===== src/rtl/pipe_reg_chain.sv =====
// pipe_reg_chain: DEPTH-stage pipeline register chain with valid/ready
// handshake, per-stage flush and bubble collapsing.
//
// Optional build macro: PIPE_REG_CHAIN_PERF_EN
//   defined   -> stall_cnt / bubble_cnt are live saturating perf counters
//   undefined -> both counters are tied to zero (same port list)
//
// Handshake: a transfer happens on a rising edge when valid and ready are
// both high at that edge. in_ready may depend combinationally on out_ready
// and on the registered stage valids, never on in_valid. Once out_valid is
// high it stays high with stable out_data until the item is taken
// (out_ready=1) or killed by flush_mask[DEPTH-1].
module pipe_reg_chain #(
    parameter  int WIDTH = 64,
    parameter  int DEPTH = 4,
    localparam int CW    = $clog2(DEPTH + 1)
) (
    input  logic             clk,
    input  logic             rst,
    input  logic             in_valid,
    output logic             in_ready,
    input  logic [WIDTH-1:0] in_data,
    output logic             out_valid,
    input  logic             out_ready,
    output logic [WIDTH-1:0] out_data,
    input  logic [DEPTH-1:0] flush_mask,
    output logic [CW-1:0]    occupancy,
    output logic [31:0]      stall_cnt,
    output logic [31:0]      bubble_cnt
);

    // Stage state: index 0 is the input side, DEPTH-1 drives the output.
    logic [DEPTH-1:0]            r_v;
    logic [DEPTH-1:0][WIDTH-1:0] r_d;
    logic [CW-1:0]               r_occ;

    // Combinational helpers.
    logic [DEPTH-1:0]            w_rdy;
    logic [DEPTH-1:0]            w_v_src;
    logic [DEPTH-1:0][WIDTH-1:0] w_d_src;
    logic [DEPTH-1:0]            w_v_nxt;
    logic [DEPTH-1:0][WIDTH-1:0] w_d_nxt;
    logic [CW-1:0]               w_occ_nxt;

    // Number of set bits in a stage-valid vector.
    function automatic logic [CW-1:0] popcnt(input logic [DEPTH-1:0] v);
        logic [CW-1:0] c;
        c = '0;
        for (int i = 0; i < DEPTH; i++) begin
            c = c + CW'(v[i]);
        end
        return c;
    endfunction

    // Ready ripples from the output back to the input; an empty stage is
    // always ready, which is what lets bubbles collapse under back-pressure.
    // Pre-flush valids are used on purpose so a flush never raises ready
    // in the same cycle.
    always_comb begin
        logic acc;
        w_rdy = '0;
        acc   = out_ready | ~r_v[DEPTH-1];
        w_rdy[DEPTH-1] = acc;
        for (int i = DEPTH - 2; i >= 0; i--) begin
            acc      = acc | ~r_v[i];
            w_rdy[i] = acc;
        end
    end

    // Source of each stage: upstream input for stage 0, otherwise the
    // predecessor with its flush bit applied (a flushed item never moves on).
    always_comb begin
        w_v_src    = '0;
        w_d_src    = '0;
        w_v_src[0] = in_valid;
        w_d_src[0] = in_data;
        for (int i = 1; i < DEPTH; i++) begin
            w_v_src[i] = r_v[i-1] & ~flush_mask[i-1];
            w_d_src[i] = r_d[i-1];
        end
    end

    // Next-state per stage: load from the source when ready, otherwise hold
    // and apply the stage's own flush bit. Data only changes when a valid
    // item arrives so idle stages do not toggle the wide payload.
    always_comb begin
        w_v_nxt = '0;
        w_d_nxt = '0;
        for (int i = 0; i < DEPTH; i++) begin
            if (w_rdy[i]) begin
                w_v_nxt[i] = w_v_src[i];
                w_d_nxt[i] = w_v_src[i] ? w_d_src[i] : r_d[i];
            end else begin
                w_v_nxt[i] = r_v[i] & ~flush_mask[i];
                w_d_nxt[i] = r_d[i];
            end
        end
    end

    // Occupancy tracks the valid count of the next state so it lands on
    // the same edge as the valids themselves.
    always_comb begin
        w_occ_nxt = popcnt(w_v_nxt);
    end

    // Stage registers; an asynchronous reset discards every in-flight item.
    always_ff @(posedge clk or negedge rst) begin
        if (!rst) begin
            r_v   <= '0;
            r_d   <= '0;
            r_occ <= '0;
        end else begin
            r_v   <= w_v_nxt;
            r_d   <= w_d_nxt;
            r_occ <= w_occ_nxt;
        end
    end

    assign in_ready  = w_rdy[0];
    assign out_valid = r_v[DEPTH-1];
    assign out_data  = r_d[DEPTH-1];
    assign occupancy = r_occ;

`ifdef PIPE_REG_CHAIN_PERF_EN
    logic [31:0] r_stall_cnt;
    logic [31:0] r_bubble_cnt;

    // Saturating counters: stall = item waiting at the output, bubble =
    // downstream ready but nothing to give it.
    always_ff @(posedge clk or negedge rst) begin
        if (!rst) begin
            r_stall_cnt  <= '0;
            r_bubble_cnt <= '0;
        end else begin
            if (r_v[DEPTH-1] && !out_ready && (r_stall_cnt != 32'hFFFF_FFFF)) begin
                r_stall_cnt <= r_stall_cnt + 32'd1;
            end
            if (!r_v[DEPTH-1] && out_ready && (r_bubble_cnt != 32'hFFFF_FFFF)) begin
                r_bubble_cnt <= r_bubble_cnt + 32'd1;
            end
        end
    end

    assign stall_cnt  = r_stall_cnt;
    assign bubble_cnt = r_bubble_cnt;
`else
    assign stall_cnt  = '0;
    assign bubble_cnt = '0;
`endif

    // Occupancy can never exceed the number of stages.
    a_occ_range : assert property (@(posedge clk) disable iff (!rst)
        occupancy <= CW'(DEPTH));

    // The registered count always agrees with the registered valids.
    a_occ_match : assert property (@(posedge clk) disable iff (!rst)
        occupancy == popcnt(r_v));

    // An offered output item that is neither taken nor flushed stays put.
    a_out_hold : assert property (@(posedge clk) disable iff (!rst)
        (out_valid && !out_ready && !flush_mask[DEPTH-1])
            |=> (out_valid && $stable(out_data)));

endmodule


===== config.mk =====
export PLATFORM = sky130hd
export DESIGN_NAME = pipe_reg_chain
export DESIGN_NICKNAME = d
export VERILOG_FILES = /design/src/rtl/pipe_reg_chain.sv
export SDC_FILE = /design/constraint.sdc
export NUM_CORES = 1
export LEC_CHECK = 0
export CAP_MARGIN = 20
export CELL_PAD_IN_SITES_DETAIL_PLACEMENT = 0
export CELL_PAD_IN_SITES_GLOBAL_PLACEMENT = 1
export CORE_AREA = 3 3 163 165
export DETAILED_ROUTE_END_ITERATION = 10
export DIE_AREA = 0 0 166 168
export MAX_ROUTING_LAYER = met4
export PLACE_DENSITY_LB_ADDON = 0.1
export SYNTH_ARGS = -nofsm -noshare
export SYNTH_HDL_FRONTEND = slang
export SYNTH_SLANG_ARGS = --single-unit
export TNS_END_PERCENT = 1

===== constraint.sdc =====
create_clock -name clk -period 3.3 [get_ports clk]
set_input_delay 0.99 -clock clk [delete_from_list [all_inputs] [get_ports clk]]
set_output_delay 0.99 -clock clk [all_outputs]
set_load 0.01 [all_outputs]

==> metrics.md, run 1 <==
| Metric | Value |
|---|---|
| Status | finished, final reports clean |
| Postcts setup bufs | 0 |
| Mapped cell area | 10,800 um^2 |
| Post-Route Setup TNS | 0 ns |
| Clock Power Share | 31.2% |
| Internal power | 7243 uW |
| Area after DPL | 11,880 um^2 |
| Crit path cell chain | clkdlybuf4s50_1 > and4b_1 > nand2_1 > dlygate4sd2_1 |
| Post-synth ARST share | 100.0% |
| Clk buf depth | 3 |
| Gr ovfl total | 0 |
| Crit. End Element | primary output |
| Largest cells by area after synthesis | dfrtp_1 (61%), mux2_2 (26%), buf_4 (9.0%) |
| Die Wd | 166 um |
| GRT Total Usage | 14.51% |
| Share of layout cells above drive strength 1 | 39.16% |
| Core footprint | 25,180 um^2 |
| Unrepaired setup endpoints after global routing | false |
| Top post-synthesis cells by count | dfrtp_1 (263), mux2_2 (254), buf_4 (129) |
| EDFF count, synth | 0 |
| Slew margin rel. | 59.89% |
| Sum of buffers and inverters on the critical path | 2 |
| DR pass1 iterations | 4 |
| Initial DRC count | 256 |
| Gate power share | 21.6% |
| Initial antenna violation count | 1 |
| Worst EP arrival | 2.07 ns |
| Synth top area share | 60.95% |
| Nets@finish | 863 |
| Worst path slowest cell | clkdlybuf4s50_1 |
| Root buf cell | clkbuf_16 |
| Startpoint Class | input port |
| Largest net degree at the start of global routing | 73 |
| Inserted Clock Buffers | 27 |
| Most common cell in the netlist | dfrtp_1 |
| DRC Markers | 0 |
| Post-DR vias/cell | 4.670 |
| I/O pin total | 205 |
| FF+latch count, synth | 263 |
| GPL Wtd Cong | 0.7639 |
| CP endpoint | in_ready |
| Crit path depth | 4 |
| Cell family with most CP delay | buffers and inverters |
| Hold Path Class | in2async |
| Worst Tran Pin Value | 0.6017 ns |
| Syn avg cell area | 15.49 um^2 |
| Reg-to-reg slack, setup | 1.09 ns |
| Primary FF master, synth | dfrtp_1 |
| Post-route cell area | 12,770 um^2 |
| H-tree depth | 1 |
| Logic depth of the worst register-to-register path | 8 |
| Crit path launch | out_ready |
| Die area | 27,890 um^2 |
| GR met3 Demand/Resource | 3.874% |
| Reg2reg start | r_v[3] |
| Worst-path clk slew | 0.06 ns |
| Final min period | 3.060 ns |
| Leading area contributor after synthesis | dfrtp_1 |
| Number of synthesis warnings | 0 |
| Psw | 2333 uW |
| Worst-Skew Late Latency | 0.51 ns |
| Num rows | 58 |
| Syn Inst Count | 697 |
| Share of power burned in registers | 47.2% |
| CTS sink cnt | 263 |
| Distinct cells, synth | 23 |
| Final Cycle Share | 92.73% |
| Met1 GRT Util | 17.78% |
| Routed len/inst | 17.04 um |
| Buffers on Ports | 140 |
| Clock Skews | 0.009012 ns |
| Initial Util | 42.88% |
| Antenna-violating nets left | 0 |
| Max VDD drop | 0.4092 mV |
| R2r endpoint | occupancy[1] |
| Worst-path fanout max | 3 |
| Routed via count | 5,314 |
| Routed WL | 19,390 um |
| Global-route wire length before repair | 32,120 um |
| Met2 usage | 24.43% |
| Slew Limit Fails | 0 |
| CP required | 2.31 ns |
| Fmax | 326.8 MHz |
| Seq/Total Area, Yosys | 60.95% |
| Die height | 168 um |
| Max Cap Viol | 0 |
| Most Crowded Layer GR | met2 |
| Post-DP HPWL | 12,400 um |
| CTS tree | done |
| Setup violators final | 0 |
| WS Path Type | in2out |
| Pleak | 0.005585 uW |
| Number of global-route vias before repair | 5,911 |
| Worst path max stage delay | 0.43 ns |
| Layout Area Growth over Synthesis | 18.28% |
| PwrDens | 749.7 nW/um^2 |
| Switching share of power | 24.36% |
| Hold Fails Final Rpt | 0 |
==> layout make-up <==
cell class | count | area (um^2)
clock buffers | 40 | 794.5
well taps | 330 | 412.9
diodes | 1 | 2.502
clock inverters | 8 | 93.84
inverters | 2 | 7.507
flip-flops and latches | 263 | 6581
multi-input cells | 339 | 3299
repair buffers | 155 | 1580
fillers | 2121 | 12410
==> cells in the final DEF (no fill, tap or decap), drive strengths merged, types with 2 or more instances in the layout <==
| master | count |
|---|---|
| clkbuf | 40 |
| conb | 64 |
| clkinv | 6 |
| mux2 | 256 |
| o21ai | 2 |
| ha | 2 |
| buf | 16 |
| nand3b | 3 |
| dfrtp | 263 |
| clkdlybuf4s50 | 138 |
| bufinv | 2 |
| inv | 2 |
==> through the flow <==
step	cells	setup slack, ns	utilization [%]	hold slack [ns]	power (uW)
2_1_floorplan	760	0.3494	-	0.4541	6055
3_3_place_gp	1089	0.004049	47.19	0.4650	6604
3_5_place_dp	1089	-0.005765	47.19	0.4774	6701
4_1_cts	1137	0.2408	50.71	0.4536	9754
5_1_grt	1138	0.1912	50.72	0.4687	10130
6_report	1138	0.2398	50.72	0.4453	9575
==> worst reg2reg max path, stage by stage (launching register included) <==
cell	delay, ns
dfrtp_1	0.40
and4b_1	0.22
buf_4	0.16
a21boi_4	0.14
o21ba_2	0.18
fa_1	0.53
inv_1	0.04
ha_1	0.17
ha_1	0.26
==> cell families after synthesis <==
family	after synthesis	share of synthesized area [%]
DFF	263	60.95
muxes	256	26.70
buffers and inverters	158	10.81
adders and majority gates	3	0.4171
other	1	0.03473
AOI/OAI and AO/OA	6	0.4288
and+or+nand+nor	10	0.6605
==> power by group through the flow <==
stage	Sequential [uW]	Clock, uW	Combinational (uW)
global placement	4550	0	2060
global route	4650	3250	2230
CTS	4540	3090	2120
finish	4520	2980	2070
detailed placement	4600	0	2100
floorplan	4410	0	1640
==> layer usage <==
metal  share of wire [%]  vias to the layer above
li1                    -                     2395
met1                  41                     2769
met2                  51                      126
met3                 5.9                       24
met4                 1.9                        0
met5                   0                        -
==> flip-flops by register name, indices dropped and copies added (netlist names) <==
register / cells
occupancy: 3
r_d: 192
r_v: 4
out_data: 64
==> what timing repair did <==
| item | CTS | global route |
|---|---|---|
| hold buffers | 0 | 0 |
| resized for setup | 1 | 0 |
| endpoints found under the setup margin | 1 | 0 |
==> worst min-delay path by stage <==
stage                     startpoint  depth (start not counted)           end
final                            rst                          1  out_data[15]
after global routing             rst                          1  out_data[15]
after CTS                        rst                          1  out_data[15]
after detailed placement     r_d[91]                          1       r_d[91]
after global placement       r_d[91]                          1       r_d[91]
after floorplan              r_d[89]                          1       r_d[89]
(Power assumes the default switching activity.)
==> run 2: changes to the inputs <==
HOLD_SLACK_MARGIN = 0.08   (was default)
==> results of run 2 <==
No change in the layout: final DEF, timing and power equal those of run 1.
